===== config.mk =====
export PLATFORM = sky130hd
export DESIGN_NAME = spi_mem_arbiter_flat
export DESIGN_NICKNAME = d
export VERILOG_FILES = /design/src/rtl/spi_mem_arbiter_if.sv /design/src/rtl/spi_mem_arbiter.sv /design/src/flat_wrapper.sv
export SDC_FILE = /design/constraint.sdc
export NUM_CORES = 1
export LEC_CHECK = 0
export CORE_UTILIZATION = 40
export CTS_BUF_LIST = sky130_fd_sc_hd__clkbuf_8
export DETAILED_ROUTE_END_ITERATION = 8
export PLACE_DENSITY = 0.77
export SYNTH_ARGS = -nofsm -noshare
export SYNTH_HDL_FRONTEND = slang
export SYNTH_SLANG_ARGS = --single-unit

===== constraint.sdc =====
create_clock -name clk -period 12 [get_ports clk]
set_input_delay 2.4 -clock clk [delete_from_list [all_inputs] [get_ports clk]]
set_output_delay 2.4 -clock clk [all_outputs]
set_load 0.03 [all_outputs]

===== src/rtl/spi_mem_arbiter_if.sv =====
// Signal bundle between the CPU fetch/data ports, the SPI memory interface and
// the arbiter. The master side drives requests and memory responses. The slave
// side (the arbiter) drives grants, completions and status.
// Handshake: every *_req, mem_request, mem_special, mem_ready, mem_write_complete,
// if_ready, d_done and timeout_err is a one-cycle pulse sampled on the rising clk
// edge. Request operands are valid only in the cycle of their request pulse.
// Read data is valid in the cycle of its completion pulse. mem_request_type,
// mem_address and mem_write_data stay stable from the mem_request pulse until the
// transaction completes.
interface spi_mem_arbiter_if;
  logic        if_req;
  logic [15:0] if_addr;
  logic [15:0] if_data;
  logic        if_ready;
  logic        d_req;
  logic        d_we;
  logic [15:0] d_addr;
  logic [15:0] d_wdata;
  logic [15:0] d_rdata;
  logic        d_done;
  logic        store_req;
  logic        mem_request;
  logic        mem_request_type;
  logic [15:0] mem_address;
  logic [15:0] mem_write_data;
  logic        mem_special;
  logic [15:0] mem_data_out;
  logic        mem_ready;
  logic        mem_write_complete;
  logic        busy;
  logic        timeout_err;
  logic [1:0]  state_dbg;

  modport master (
    output if_req, if_addr, d_req, d_we, d_addr, d_wdata, store_req,
           mem_data_out, mem_ready, mem_write_complete,
    input  if_data, if_ready, d_rdata, d_done, mem_request, mem_request_type,
           mem_address, mem_write_data, mem_special, busy, timeout_err, state_dbg
  );

  modport slave (
    input  if_req, if_addr, d_req, d_we, d_addr, d_wdata, store_req,
           mem_data_out, mem_ready, mem_write_complete,
    output if_data, if_ready, d_rdata, d_done, mem_request, mem_request_type,
           mem_address, mem_write_data, mem_special, busy, timeout_err, state_dbg
  );
endinterface


===== src/rtl/spi_mem_arbiter.sv =====
// Shares one SPI memory interface between the instruction-fetch port, the data
// port and the SRAM store operation. Pulsed requests are latched, one transaction
// is granted at a time (fetch/data round-robin, store lowest), completions are
// routed back to the owner, and a watchdog aborts hung transfers.
module spi_mem_arbiter #(
  parameter int TIMEOUT_CYCLES = 4000,
  parameter int TIMEOUT_W      = 12
) (
  input logic              clk,
  input logic              reset,
  spi_mem_arbiter_if.slave bus
);
  typedef enum logic [1:0] {
    S_IDLE      = 2'd0,
    S_ISSUE     = 2'd1,
    S_WAIT      = 2'd2,
    S_STORE_GAP = 2'd3
  } state_t;

  localparam logic GRANT_FETCH = 1'b0;
  localparam logic GRANT_DATA  = 1'b1;
  // The watchdog counts completed WAIT cycles; the abort fires on the cycle that
  // would bring the count to TIMEOUT_CYCLES.
  localparam logic [TIMEOUT_W-1:0] WD_LAST = TIMEOUT_W'(TIMEOUT_CYCLES - 1);

  state_t               state;
  logic [TIMEOUT_W-1:0] wd;
  logic                 last_grant;
  logic                 owner;
  logic                 f_pend;
  logic [15:0]          f_addr;
  logic                 d_pend;
  logic                 d_we_q;
  logic [15:0]          d_addr_q;
  logic [15:0]          d_wdata_q;
  logic                 s_pend;
  logic                 done_ok;
  logic                 done_tmo;
  logic                 done_any;
  logic                 clr_f;
  logic                 clr_d;
  logic                 pick_data;

  // Completion / abort decode for the in-flight grant and the round-robin choice.
  always_comb begin
    done_ok   = (state == S_WAIT) &&
                (bus.mem_request_type ? bus.mem_write_complete : bus.mem_ready);
    done_tmo  = (state == S_WAIT) && !done_ok && (wd == WD_LAST);
    done_any  = done_ok || done_tmo;
    clr_f     = done_any && (owner == GRANT_FETCH);
    clr_d     = done_any && (owner == GRANT_DATA);
    pick_data = d_pend && (!f_pend || (last_grant == GRANT_FETCH));
  end

  assign bus.busy      = (state != S_IDLE) || f_pend || d_pend || s_pend;
  assign bus.state_dbg = state;

  // FSM, request latches and all registered outputs.
  always_ff @(posedge clk or posedge reset) begin
    if (reset) begin
      state                <= S_IDLE;
      wd                   <= '0;
      last_grant           <= GRANT_DATA;
      owner                <= GRANT_FETCH;
      f_pend               <= 1'b0;
      f_addr               <= '0;
      d_pend               <= 1'b0;
      d_we_q               <= 1'b0;
      d_addr_q             <= '0;
      d_wdata_q            <= '0;
      s_pend               <= 1'b0;
      bus.if_data          <= '0;
      bus.if_ready         <= 1'b0;
      bus.d_rdata          <= '0;
      bus.d_done           <= 1'b0;
      bus.mem_request      <= 1'b0;
      bus.mem_request_type <= 1'b0;
      bus.mem_address      <= '0;
      bus.mem_write_data   <= '0;
      bus.mem_special      <= 1'b0;
      bus.timeout_err      <= 1'b0;
    end else begin
      bus.mem_request <= 1'b0;
      bus.mem_special <= 1'b0;
      bus.if_ready    <= 1'b0;
      bus.d_done      <= 1'b0;
      bus.timeout_err <= 1'b0;

      case (state)
        S_IDLE: begin
          if (f_pend || d_pend) begin
            state           <= S_ISSUE;
            bus.mem_request <= 1'b1;
            owner           <= pick_data;
            last_grant      <= pick_data;
            if (pick_data) begin
              bus.mem_request_type <= d_we_q;
              bus.mem_address      <= d_addr_q;
              bus.mem_write_data   <= d_wdata_q;
            end else begin
              bus.mem_request_type <= 1'b0;
              bus.mem_address      <= f_addr;
            end
          end else if (s_pend) begin
            bus.mem_special <= 1'b1;
            s_pend          <= 1'b0;
            state           <= S_STORE_GAP;
          end
        end
        S_ISSUE: begin
          wd    <= '0;
          state <= S_WAIT;
        end
        S_WAIT: begin
          if (done_any) begin
            state           <= S_IDLE;
            bus.timeout_err <= done_tmo;
            if (owner == GRANT_DATA) begin
              d_pend     <= 1'b0;
              bus.d_done <= 1'b1;
              if (!bus.mem_request_type) begin
                bus.d_rdata <= done_tmo ? 16'hFFFF : bus.mem_data_out;
              end
            end else begin
              f_pend       <= 1'b0;
              bus.if_ready <= 1'b1;
              bus.if_data  <= done_tmo ? 16'hFFFF : bus.mem_data_out;
            end
          end else begin
            wd <= wd + 1'b1;
          end
        end
        S_STORE_GAP: state <= S_IDLE;
        default:     state <= S_IDLE;
      endcase

      // New requests latch after the FSM so a set overrides a same-edge clear.
      if (bus.if_req && (!f_pend || clr_f)) begin
        f_pend <= 1'b1;
        f_addr <= bus.if_addr;
      end
      if (bus.d_req && (!d_pend || clr_d)) begin
        d_pend    <= 1'b1;
        d_we_q    <= bus.d_we;
        d_addr_q  <= bus.d_addr;
        d_wdata_q <= bus.d_wdata;
      end
      if (bus.store_req) begin
        s_pend <= 1'b1;
      end
    end
  end
endmodule


===== src/flat_wrapper.sv =====
// flat-port wrapper written by rule: the top's interface ports become plain ports
module spi_mem_arbiter_flat 
#(
  parameter int TIMEOUT_CYCLES = 4000,
  parameter int TIMEOUT_W      = 12
)
  (clk, reset, bus_if_req, bus_if_addr, bus_d_req, bus_d_we, bus_d_addr, bus_d_wdata, bus_store_req, bus_mem_data_out, bus_mem_ready, bus_mem_write_complete, bus_if_data, bus_if_ready, bus_d_rdata, bus_d_done, bus_mem_request, bus_mem_request_type, bus_mem_address, bus_mem_write_data, bus_mem_special, bus_busy, bus_timeout_err, bus_state_dbg);
  spi_mem_arbiter_if bus_i ();
  input logic clk;
  input logic reset;
  input wire logic [$bits(bus_i.if_req)-1:0] bus_if_req;
  input wire logic [$bits(bus_i.if_addr)-1:0] bus_if_addr;
  input wire logic [$bits(bus_i.d_req)-1:0] bus_d_req;
  input wire logic [$bits(bus_i.d_we)-1:0] bus_d_we;
  input wire logic [$bits(bus_i.d_addr)-1:0] bus_d_addr;
  input wire logic [$bits(bus_i.d_wdata)-1:0] bus_d_wdata;
  input wire logic [$bits(bus_i.store_req)-1:0] bus_store_req;
  input wire logic [$bits(bus_i.mem_data_out)-1:0] bus_mem_data_out;
  input wire logic [$bits(bus_i.mem_ready)-1:0] bus_mem_ready;
  input wire logic [$bits(bus_i.mem_write_complete)-1:0] bus_mem_write_complete;
  output wire logic [$bits(bus_i.if_data)-1:0] bus_if_data;
  output wire logic [$bits(bus_i.if_ready)-1:0] bus_if_ready;
  output wire logic [$bits(bus_i.d_rdata)-1:0] bus_d_rdata;
  output wire logic [$bits(bus_i.d_done)-1:0] bus_d_done;
  output wire logic [$bits(bus_i.mem_request)-1:0] bus_mem_request;
  output wire logic [$bits(bus_i.mem_request_type)-1:0] bus_mem_request_type;
  output wire logic [$bits(bus_i.mem_address)-1:0] bus_mem_address;
  output wire logic [$bits(bus_i.mem_write_data)-1:0] bus_mem_write_data;
  output wire logic [$bits(bus_i.mem_special)-1:0] bus_mem_special;
  output wire logic [$bits(bus_i.busy)-1:0] bus_busy;
  output wire logic [$bits(bus_i.timeout_err)-1:0] bus_timeout_err;
  output wire logic [$bits(bus_i.state_dbg)-1:0] bus_state_dbg;
  assign bus_i.if_req = bus_if_req;
  assign bus_i.if_addr = bus_if_addr;
  assign bus_i.d_req = bus_d_req;
  assign bus_i.d_we = bus_d_we;
  assign bus_i.d_addr = bus_d_addr;
  assign bus_i.d_wdata = bus_d_wdata;
  assign bus_i.store_req = bus_store_req;
  assign bus_i.mem_data_out = bus_mem_data_out;
  assign bus_i.mem_ready = bus_mem_ready;
  assign bus_i.mem_write_complete = bus_mem_write_complete;
  assign bus_if_data = bus_i.if_data;
  assign bus_if_ready = bus_i.if_ready;
  assign bus_d_rdata = bus_i.d_rdata;
  assign bus_d_done = bus_i.d_done;
  assign bus_mem_request = bus_i.mem_request;
  assign bus_mem_request_type = bus_i.mem_request_type;
  assign bus_mem_address = bus_i.mem_address;
  assign bus_mem_write_data = bus_i.mem_write_data;
  assign bus_mem_special = bus_i.mem_special;
  assign bus_busy = bus_i.busy;
  assign bus_timeout_err = bus_i.timeout_err;
  assign bus_state_dbg = bus_i.state_dbg;
  spi_mem_arbiter #(.TIMEOUT_CYCLES(TIMEOUT_CYCLES), .TIMEOUT_W(TIMEOUT_W)) u_core (.clk(clk), .reset(reset), .bus(bus_i));
endmodule

==> results of run 1 <==
==> power groups by stage <==
| stage | sequential (mW) | combinational, mW | clock (mW) |
|---|---|---|---|
| floorplan | 0.996 | 0.366 | 0 |
| global placement | 0.792 | 0.892 | 0 |
| detailed placement | 0.802 | 0.919 | 0 |
| CTS | 0.797 | 0.921 | 0.378 |
| global route | 0.822 | 0.975 | 0.399 |
| finish | 0.795 | 0.909 | 0.367 |
==> layer usage <==
metal / part of all wire (%) / track usage, % / vias to the layer above
met2: 47 / 28.9 / 161
li1: - / - / 1825
met1: 44 / 23.0 / 1927
met3: 7.5 / 5.89 / 18
met5: 0 / 0 / -
met4: 1.8 / 7.50 / 0
==> placed cells by master (no fill, tap or decap), types with 3 or more instances in the layout <==
cell type and count:
sky130_fd_sc_hd__nand2b_1 4, sky130_fd_sc_hd__nor3_1 4, sky130_fd_sc_hd__dfrtp_1 137, sky130_fd_sc_hd__nand4_1 3
sky130_fd_sc_hd__and3_1 3, sky130_fd_sc_hd__nand2_1 39, sky130_fd_sc_hd__mux2i_1 18, sky130_fd_sc_hd__and4_1 4
sky130_fd_sc_hd__clkdlybuf4s50_1 144, sky130_fd_sc_hd__clkbuf_8 19, sky130_fd_sc_hd__o21ai_0 39, sky130_fd_sc_hd__mux2_4 11
sky130_fd_sc_hd__clkinv_2 5, sky130_fd_sc_hd__nor2_1 48, sky130_fd_sc_hd__buf_4 5, sky130_fd_sc_hd__o211ai_1 3
sky130_fd_sc_hd__clkinvlp_4 4, sky130_fd_sc_hd__nand3_1 7, sky130_fd_sc_hd__mux2_2 55, sky130_fd_sc_hd__xnor2_1 6
sky130_fd_sc_hd__inv_1 8, sky130_fd_sc_hd__a21oi_1 16
==> final timing paths <==
path / start / end / slack, ns / cells past startpoint
max in group asynchronous: reset / u_core.bus.d_rdata[10]$_DFFE_PP0P_ / 8.21 / 3
min reg2reg: u_core.bus.d_rdata[3]$_DFFE_PP0P_ / u_core.bus.d_rdata[3]$_DFFE_PP0P_ / 0.49 / 2
max: bus_mem_ready / u_core.f_addr[15]$_DFFE_PP0P_ / 7.37 / 6
min: u_core.bus.d_rdata[3]$_DFFE_PP0P_ / u_core.bus.d_rdata[3]$_DFFE_PP0P_ / 0.49 / 2
min in group asynchronous: reset / u_core.bus.d_rdata[1]$_DFFE_PP0P_ / 2.37 / 2
max reg2reg: u_core.wd[0]$_DFFE_PP0P_ / u_core.f_addr[15]$_DFFE_PP0P_ / 8.92 / 6
==> logic make-up after synthesis <==
kind of cell	after synthesis	synth area share, %
AOI/OAI and AO/OA	66	6.39
adders and majority gates	1	0.225
buffers and inverters	30	2.79
xor gates and xnor gates	8	1.26
DFF	138	62.2
muxes	84	17.4
and+or+nand+nor	121	9.80
==> worst max-delay path: cells and delay by family <==
kind | cells | cell delay, ns
AO/OA/AOI/OAI | 1 | 0.86
buffers and inverters | 1 | 0.43
multiplexers | 2 | 0.74
AND/OR/NAND/NOR | 2 | 0.52
==> cell type report <==
type | instances | share of cell area [%]
Sequential cell | 138 | 45.8
Multi-Input combinational cell | 280 | 26.0
Timing Repair Buffer | 149 | 19.6
Clock buffer | 19 | 3.47
Tap cell | 176 | 2.92
Clock inverter | 13 | 1.69
Inverter | 8 | 0.465
==> cells in the mapped netlist, drive strengths merged, types with 4 or more instances <==
library cell | number | area (µm²)
mux2 | 66 | 785
xnor2 | 6 | 52.6
dfrtp | 137 | 3430
nand2 | 39 | 146
o21ai | 40 | 200
clkbuf | 12 | 46.3
inv | 8 | 30.0
mux2i | 18 | 180
buf | 10 | 78.8
nor3 | 5 | 25.0
nand3 | 7 | 35.0
a21oi | 16 | 80.1
and4 | 4 | 35.0
nor2 | 49 | 186
nand2b | 4 | 25.0
==> sequential cells by signal, summed over array words and instances, names as in the netlist <==
signal / count
u_core.s_pend: 1
u_core.bus.mem_special: 1
u_core.bus.mem_write_data: 16
u_core.owner: 1
u_core.bus.d_done: 1
u_core.d_pend: 1
u_core.bus.mem_request: 1
u_core.f_addr: 16
u_core.bus.if_ready: 1
u_core.d_addr_q: 16
u_core.d_we_q: 1
u_core.bus.timeout_err: 1
u_core.bus.d_rdata: 16
u_core.f_pend: 1
u_core.last_grant: 1
u_core.d_wdata_q: 16
u_core.bus.mem_address: 16
u_core.bus.if_data: 16
u_core.bus.mem_request_type: 1
u_core.wd: 12
u_core.bus.state_dbg: 2
==> impl_summary.log, run 1 <==
INFO  metric insertion_delay = 0.44 ns
INFO  metric antenna_violations_before_repair = 0
INFO  metric dp_hpwl = 8430 µm
INFO  metric cts_made_buffers = 17
INFO  metric num-fill-cells = 1108
INFO  metric slew_headroom = 27.0%
INFO  metric dpl-instance-area = 7150 µm²
INFO  metric cells_after_dpl = 751
INFO  metric power.share.clock = 17.7%
INFO  metric hold_buffers = 0
INFO  metric post_cts_resize_count = 0
INFO  metric finish.cell_count_without_fillers = 783
INFO  metric worstHoldPathType = register to register
INFO  metric power.internal = 1.29 mW
INFO  metric detail_route.wirelength = 12100 µm
INFO  metric power = 2.07 mW
INFO  metric worstPathArrival = 4.95 ns
INFO  metric achievable-frequency = 216 MHz
INFO  metric design.core.area = 13400 µm²
INFO  metric full_die_area = 14400 µm²
INFO  metric wl_per_cell = 15.5 µm
INFO  metric grt_start_max_net_pins = 85
INFO  metric worstSetupEndpointType = register
INFO  metric die-height = 120 µm
INFO  metric cp_data_required_time = 12.32 ns
INFO  metric postSynthAreaPerCell = 12.4 µm²
INFO  metric ys_seq_area_share = 62.2%
INFO  metric ioPinCount = 145
INFO  metric multi_input_comb_area = 1960 µm²
INFO  metric fp.dieW = 120 µm
INFO  metric layout.area.seq = 3450 µm²
INFO  metric post-cts-setup-buffer-count = 0
INFO  metric yosysWarnings = 0
INFO  metric max_cap_violations = 0
INFO  metric netSwitchingPower = 0.781 mW
INFO  metric residual_overflow_from_global_routing = 0
INFO  metric place.gp.congestion = 0.819
INFO  metric clkTransAtPathRegs = 0.07 ns
INFO  metric synth_nets = 521
INFO  metric power.leakage = 3.29 nW
INFO  metric cts.root.buffer_cell = sky130_fd_sc_hd__clkbuf_8
INFO  metric via_per_inst = 5.02
INFO  metric worstPathMaxFanout = 18
INFO  metric setup_ws = 7.37 ns
INFO  metric worstPathCellList = clkdlybuf4s50_1, mux2_4, nor2_2, and2_4, a31o_1, mux2_2
INFO  metric result_of_the_run = finished clean
INFO  metric p_seq_share = 38.4%
INFO  metric antenna-diode-count = 0
INFO  metric critical_path_class = input port to register
INFO  metric worst_clock_skew = 0.00896 ns
INFO  metric slew_viol_final = 0
INFO  metric cts_htree_levels = 4
INFO  metric final_layout_size_suffix_gt1_share = 18.0%
INFO  metric post-route-drc-count = 0
INFO  metric final_net_count = 667
INFO  metric detail_route.iter0.violations = 243
INFO  metric cellPowerDensity = 275 nW/µm²
INFO  metric report.final.setup_viol = 0
INFO  metric netlist-cell-type-count = 39
INFO  metric synthToLayoutAreaGrowth = 35.6%
INFO  metric synth_seq_cells = 138
INFO  metric syn-cell-area = 5560 µm²
INFO  metric grt_setup_unrepaired = no
INFO  metric max_slew.worst_pin.slew = 1.10 ns
INFO  metric edff_count_synth = 0
INFO  metric count_of_vias_placed_by_the_detailed_router = 3931
INFO  metric clock_tree_from_tritoncts = done
INFO  metric hold_slack = 0.485 ns
INFO  metric drt.antenna.violating_nets = 0
INFO  metric rows = 42
INFO  metric floorplan.initialDensity = 41.5%
INFO  metric clock_path_buffers = 2
INFO  metric ir_worst_vdd = 186 µV
INFO  metric timing.critical_path.slowest_stage_cell = sky130_fd_sc_hd__a31o_1
INFO  metric timing_hold_violations_final = 0
INFO  metric track_usage = 18.2%
INFO  metric max_stage_delay = 0.86 ns
INFO  metric design_area = 7540 µm²
INFO  metric synthArstFlopShare = 100%
INFO  metric final_util = 56.2%
INFO  metric portBuffers = 144
INFO  metric numClockSinks = 138
INFO  metric place_worst_setup_slack = 6.95 ns
INFO  metric switching_share = 37.7%
INFO  metric finalCritPeriodShare = 38.6%
INFO  metric synth_cells = 448
INFO  metric finalCriticalPeriod = 4.63 ns
INFO  metric startpoint_types = input port
INFO  metric setup-tns-final = 0 ns
INFO  metric dominantRegCellSynth = sky130_fd_sc_hd__dfrtp_1
INFO  metric first_pass_grt_wire_length = 20000 µm
INFO  metric share_comb_of_total_power = 43.9%
INFO  metric first_global_vias = 3997
INFO  metric drt_first_pass_iters = 4
No activity file was read; power rests on OpenSTA's default activity.
==> inputs of run 2 (changes only) <==
--- a/config.mk
+++ b/config.mk
@@ -8,7 +8,7 @@
 export CORE_UTILIZATION = 40
 export CTS_BUF_LIST = sky130_fd_sc_hd__clkbuf_8
 export DETAILED_ROUTE_END_ITERATION = 8
-export PLACE_DENSITY = 0.77
+export PLACE_DENSITY = 0.79
 export SYNTH_ARGS = -nofsm -noshare
 export SYNTH_HDL_FRONTEND = slang
 export SYNTH_SLANG_ARGS = --single-unit
==> constraint.sdc (replaced) <==
create_clock -name clk -period 4 [get_ports clk]
set_input_delay 0.8 -clock clk [delete_from_list [all_inputs] [get_ports clk]]
set_output_delay 0.8 -clock clk [all_outputs]
set_load 0.03 [all_outputs]
==> run 2 against run 1 <==
Effect of this change: routed wire length is 1.9% higher; clock skew is 0.00075 ns higher; core utilization is 0.22 points higher; sequential power grew to 3.0 times the previous value; via count is 1.5% higher; hold slack worse by 0.0024 ns; register-to-register slack worse by 7.7 ns; die area stayed put; clock power grew to 3.0 times the previous value; sequential share of layout area is 0.18 points lower; count of clock-buffer cells in the layout is 1 higher; critical endpoint is now bus_busy; highest routed layer unchanged.
==> impl_summary.log, run 2 (synthesis results as in run 1) <==
INFO  metric post-route-drc-count = 0
INFO  metric commonest_non_fill_non_tap_cell_in_the_layout = sky130_fd_sc_hd__clkdlybuf4s50_1
INFO  metric setup-tns-final = 0 ns
INFO  metric die-height = 120 µm
INFO  metric final_layout_size_suffix_gt1_share = 18.0%
INFO  metric track_usage = 18.2%
INFO  metric design.core.area = 13400 µm²
INFO  metric achievable-frequency = 337 MHz
INFO  metric min_delay_path_depth = 2
INFO  metric detail_route.wirelength = 12300 µm
INFO  metric ir_worst_vdd = 346 µV
INFO  metric post_cts_resize_count = 0
INFO  metric cellPowerDensity = 822 nW/µm²
INFO  metric insertion_delay = 0.44 ns
INFO  metric hold_buffers = 0
INFO  metric rows = 42
INFO  metric clock_tree_from_tritoncts = done
INFO  metric reg2reg_depth = 7
INFO  metric drt.antenna.violating_nets = 0
INFO  metric final_net_count = 670
INFO  metric finalCritPeriodShare = 74.1%
INFO  metric timing_hold_violations_final = 0
INFO  metric finalCriticalPeriod = 2.96 ns
INFO  metric path_delay_family = buffers and inverters
INFO  metric clkTransAtPathRegs = 0.07 ns
INFO  metric via_per_inst = 5.07
INFO  metric count_of_vias_placed_by_the_detailed_router = 3988
INFO  metric grt_setup_unrepaired = no
INFO  metric power.leakage = 3.32 nW
INFO  metric worstPathArrival = 2.16 ns
INFO  metric num-fill-cells = 1105
INFO  metric most_numerous_cell_on_the_critical_path = sky130_fd_sc_hd__nor2_1
INFO  metric cts_made_buffers = 17
INFO  metric clock_path_buffers = 2
INFO  metric place.gp.congestion = 0.859
INFO  metric result_of_the_run = finished clean
INFO  metric final_cell_mix = sky130_fd_sc_hd__clkdlybuf4s50_1 (144), sky130_fd_sc_hd__dfrtp_1 (137), sky130_fd_sc_hd__mux2_2 (55)
INFO  metric portBuffers = 144
INFO  metric fp.dieW = 120 µm
INFO  metric max_stage_delay = 0.59 ns
INFO  metric ioPinCount = 145
INFO  metric layout.area.seq = 3450 µm²
INFO  metric detail_route.iter0.violations = 192
INFO  metric first_global_vias = 4099
INFO  metric slew_headroom = 29.3%
INFO  metric worstPathMaxFanout = 11
INFO  metric wl_per_cell = 15.7 µm
INFO  metric grt_start_max_net_pins = 96
INFO  metric r2r_slack = 1.26 ns
INFO  metric worstReg2RegStart = u_core.wd[0]$_DFFE_PP0P_
INFO  metric first_pass_grt_wire_length = 20000 µm
INFO  metric worstHoldPathType = register to register
INFO  metric floorplan.initialDensity = 41.5%
INFO  metric worst_clock_skew = 0.00971 ns
INFO  metric final_util = 56.5%
INFO  metric max_slew.worst_pin.slew = 1.06 ns
INFO  metric timing.critical_path.slowest_stage_cell = sky130_fd_sc_hd__clkdlybuf4s50_1
INFO  metric full_die_area = 14400 µm²
INFO  metric worstPathCellList = nor2_1, nand2_1, nor2_1, inv_1, clkdlybuf4s50_1
INFO  metric post-cts-setup-buffer-count = 0
INFO  metric drt_first_pass_iters = 4
INFO  metric antenna_violations_before_repair = 0
INFO  metric cp.buffers_inverters = 2
INFO  metric report.final.setup_viol = 0
INFO  metric max_cap_violations = 0
INFO  metric worstHoldStart = u_core.bus.if_data[2]$_DFFE_PP0P_
INFO  metric synthToLayoutAreaGrowth = 36.2%
INFO  metric worstSetupEndpointType = output pin
INFO  metric critical_path_class = register to output pin
INFO  metric cp_data_required_time = 3.20 ns
INFO  metric multi_input_comb_area = 1960 µm²
INFO  metric residual_overflow_from_global_routing = 0
INFO  metric cts_htree_levels = 4
INFO  metric numClockSinks = 138
INFO  metric dp_hpwl = 8700 µm
INFO  metric antenna-diode-count = 0
INFO  metric cts.root.buffer_cell = sky130_fd_sc_hd__clkbuf_8
INFO  metric cp.depth = 5
INFO  metric slew_viol_final = 0
INFO  metric cp-startpoint = u_core.bus.state_dbg[1]$_DFFE_PP0P_
INFO  metric startpoint_types = register
==> run 2: changes by cell type in the layout (fill, tap and decap cells not counted), sizes merged <==
cell	before	now
buf	5	8
clkbuf	19	20
clkinv	6	5
clkinvlp	4	2
inv	9	11
==> run 2: metal layers <==
metal / wire [µm] / share of wire, % / GRT usage, % / vias up
met4: 229 / 1.9 / 7.81 / 0
met3: 811 / 6.6 / 5.70 / 25
li1: - / - / - / 1836
met2: 6010 / 49 / 29.9 / 154
met5: 0 / 0 / 0 / -
met1: 5290 / 43 / 22.0 / 1973
==> run 2: cell type report <==
class	instances	share of cell area, %
Clock buffer	20	3.64
Clock inverter	12	1.42
Inverter	8	0.446
Multi-Input combinational cell	280	25.9
Sequential cell	138	45.7
Tap cell	176	2.91
Timing Repair Buffer	152	20.0
==> run 2: path summary, 6_finish.rpt <==
| kind | endpoint |
|---|---|
| min in group asynchronous | u_core.bus.mem_address[3]$_DFFE_PP0P_ |
| worst min-delay path | u_core.bus.if_data[2]$_DFFE_PP0P_ |
| worst max-delay path | bus_busy |
| max in group asynchronous | u_core.d_wdata_q[1]$_DFFE_PP0P_ |
| worst max register to register | u_core.d_wdata_q[5]$_DFFE_PP0P_ |
| worst min register to register | u_core.bus.if_data[2]$_DFFE_PP0P_ |
==> run 2: tightest hold or removal path, cell delays in order, from the launching register on <==
cell,delay (ns)
sky130_fd_sc_hd__dfrtp_1,0.34
sky130_fd_sc_hd__nand2_1,0.05
sky130_fd_sc_hd__o21ai_0,0.06
==> run 2: report_power, final <==
part	internal [mW]	total (mW)	switching [mW]
combinational	1.27	2.74	1.47
sequential	2.02	2.39	0.364
clock	0.588	1.09	0.503
==> run 2: per-stage QoR <==
stage                     hold WS [ns]  std cells  power [mW]  cell area (µm²)  setup WS [ns]
after floorplan                  0.460        448        4.09             5560           1.48
final                            0.483        786        6.22             7570           1.04
after CTS                        0.486        786        6.29             7570          0.992
after detailed placement         0.470        754        5.18             7180          0.865
after global routing             0.506        786        6.59             7570          0.839
after global placement           0.461        754        5.06             7180          0.895
==> inputs of run 3 (changes only) <==
--- a/config.mk
+++ b/config.mk
@@ -8,7 +8,7 @@
 export CORE_UTILIZATION = 40
 export CTS_BUF_LIST = sky130_fd_sc_hd__clkbuf_8
 export DETAILED_ROUTE_END_ITERATION = 8
-export PLACE_DENSITY = 0.79
+export PLACE_DENSITY = 0.77
 export SYNTH_ARGS = -nofsm -noshare
 export SYNTH_HDL_FRONTEND = slang
 export SYNTH_SLANG_ARGS = --single-unit
==> constraint.sdc (replaced) <==
create_clock -name clk -period 2.8 [get_ports clk]
set_input_delay 0.56 -clock clk [delete_from_list [all_inputs] [get_ports clk]]
set_output_delay 0.56 -clock clk [all_outputs]
set_load 0.03 [all_outputs]
==> run 3 against run 2 <==
Effect of this change: total power grew 41%; non-clock buffer count rose by 1; critical path type is now register to register; global-route usage shrank 0.19 points; worst setup slack got worse by 0.69 ns; via count is 1.9% lower; highest routed layer unchanged; sequential share of layout area barely moved; largest power group unchanged; die area is the same; critical endpoint is now u_core.f_addr[0]$_DFFE_PP0P_.
==> impl_summary.log, run 3 (synthesis results as in run 1) <==
INFO  metric slew_viol_final = 0
INFO  metric rows = 42
INFO  metric antenna-diode-count = 0
INFO  metric post-cts-setup-buffer-count = 0
INFO  metric max_cap_violations = 0
INFO  metric cts_htree_levels = 4
INFO  metric first_pass_grt_wire_length = 19900 µm
INFO  metric place.gp.congestion = 0.814
INFO  metric worstHoldPathType = register to register
INFO  metric commonest_non_fill_non_tap_cell_in_the_layout = sky130_fd_sc_hd__clkdlybuf4s50_1
INFO  metric portBuffers = 144
INFO  metric timing.rr.end = u_core.f_addr[0]$_DFFE_PP0P_
INFO  metric full_die_area = 14400 µm²
INFO  metric numClockSinks = 138
INFO  metric report.final.setup_viol = 0
INFO  metric worstPathCellList = ha_1, and4_1, and3_1, and2_4, a31o_1, buf_12, mux2_2
INFO  metric fp.dieW = 120 µm
INFO  metric drt_first_pass_iters = 4
INFO  metric r2r_slack = 0.35 ns
INFO  metric post-route-drc-count = 0
INFO  metric max_slew.worst_pin.slew = 0.809 ns
INFO  metric cellPowerDensity = 1160 nW/µm²
INFO  metric finalCritPeriodShare = 87.6%
INFO  metric final_cell_mix = sky130_fd_sc_hd__clkdlybuf4s50_1 (143), sky130_fd_sc_hd__dfrtp_1 (137), sky130_fd_sc_hd__mux2_2 (55)
INFO  metric antenna_violations_before_repair = 0
INFO  metric achievable-frequency = 408 MHz
INFO  metric final_net_count = 671
INFO  metric clkTransAtPathRegs = 0.07 ns
INFO  metric worstSetupEndpointType = register
INFO  metric detail_route.wirelength = 12000 µm
INFO  metric slew_headroom = 45.9%
INFO  metric worst_clock_skew = 0.00976 ns
INFO  metric ioPinCount = 145
INFO  metric clock_tree_from_tritoncts = done
INFO  metric worstHoldStart = u_core.bus.d_rdata[9]$_DFFE_PP0P_
INFO  metric first_global_vias = 3966
INFO  metric result_of_the_run = finished clean
INFO  metric residual_overflow_from_global_routing = 0
INFO  metric detail_route.iter0.violations = 218
INFO  metric worstPathMaxFanout = 16
INFO  metric worstPathArrival = 2.77 ns
INFO  metric track_usage = 18.0%
INFO  metric die-height = 120 µm
INFO  metric finalCriticalPeriod = 2.45 ns
INFO  metric design.core.area = 13400 µm²
INFO  metric timing.critical_path.slowest_stage_cell = sky130_fd_sc_hd__and3_1
INFO  metric ir_worst_vdd = 620 µV
INFO  metric min_to = u_core.bus.d_rdata[9]$_DFFE_PP0P_
INFO  metric final_layout_size_suffix_gt1_share = 18.4%
INFO  metric power.leakage = 3.30 nW
INFO  metric setup-tns-final = 0 ns
INFO  metric hold_slack = 0.483 ns
INFO  metric wl_per_cell = 15.4 µm
INFO  metric cts.root.buffer_cell = sky130_fd_sc_hd__clkbuf_8
INFO  metric clock_path_buffers = 2
INFO  metric critical_path_class = register to register
INFO  metric max_stage_delay = 0.43 ns
INFO  metric floorplan.initialDensity = 41.5%
INFO  metric cts_made_buffers = 17
INFO  metric cp_data_required_time = 3.12 ns
INFO  metric insertion_delay = 0.44 ns
INFO  metric startpoint_types = register
INFO  metric via_per_inst = 4.99
INFO  metric grt_setup_unrepaired = no
INFO  metric worstReg2RegStart = u_core.wd[0]$_DFFE_PP0P_
INFO  metric drt.antenna.violating_nets = 0
INFO  metric min_delay_path_depth = 2
INFO  metric grt_start_max_net_pins = 139
INFO  metric synthToLayoutAreaGrowth = 36.3%
INFO  metric reg2reg_depth = 7
INFO  metric dp_hpwl = 8350 µm
INFO  metric count_of_vias_placed_by_the_detailed_router = 3911
INFO  metric timing_hold_violations_final = 0
==> run 3: stage by stage <==
step                util, %  cell area [µm²]  power (mW)  std cells  setup WS, ns
floorplan                 -             5560        5.84        448         0.520
global placement       53.9             7220        7.26        755         0.245
detailed placement     53.9             7220        7.41        755         0.207
CTS                    56.5             7570        8.91        784        0.0149
global route           56.5             7570        9.35        784         0.201
finish                 56.5             7570        8.80        784         0.347
==> run 3: timing repair <==
action	4_1_cts	5_1_grt
resized for setup	0	2
endpoints found under the setup margin	0	1
hold buffers	0	0
==> run 3: area by class of cell <==
class / count / area, µm²
Fill cell: 1115 / 5830
Sequential cell: 138 / 3450
Multi-Input combinational cell: 280 / 1960
Timing Repair Buffer: 153 / 1550
Clock buffer: 20 / 275
Tap cell: 176 / 220
Clock inverter: 9 / 76.3
Inverter: 8 / 33.8
==> run 3: worst max path at each step <==
stage | from | endpoint | slack [ns] | cells past startpoint
2_1_floorplan | reset | u_core.bus.d_done$_DFF_PP0_ | 0.52 | 1
3_3_place_gp | bus_mem_ready | u_core.d_addr_q[9]$_DFFE_PP0P_ | 0.25 | 7
3_5_place_dp | bus_mem_ready | u_core.f_addr[0]$_DFFE_PP0P_ | 0.21 | 7
4_1_cts | u_core.bus.state_dbg[1]$_DFFE_PP0P_ | bus_busy | 0.01 | 5
5_1_grt | u_core.wd[0]$_DFFE_PP0P_ | u_core.f_addr[0]$_DFFE_PP0P_ | 0.20 | 7
6_report | u_core.wd[0]$_DFFE_PP0P_ | u_core.f_addr[0]$_DFFE_PP0P_ | 0.35 | 7
==> run 3: report_power, final <==
group / switching (mW) / internal (mW) / total (mW)
registers: 0.517 / 2.89 / 3.41
clock network: 0.717 / 0.747 / 1.46
logic: 2.09 / 1.84 / 3.93
total: 3.33 / 5.47 / 8.80
==> run 3: critical path: cells and delay by family (launching register included) <==
kind / cells / cell delay [ns]
flops: 1 / 0.39
buf+inv: 1 / 0.20
compound gates: 1 / 0.24
fa+ha+maj: 1 / 0.23
simple gates: 3 / 0.93
mux: 1 / 0.35
==> run 3: routing by layer <==
metal  part of all wire, %  global-route usage [%]
met5                     0                       0
met1                    45                    23.4
met2                    48                    28.2
met4                   1.3                    6.88
met3                   6.0                    5.32
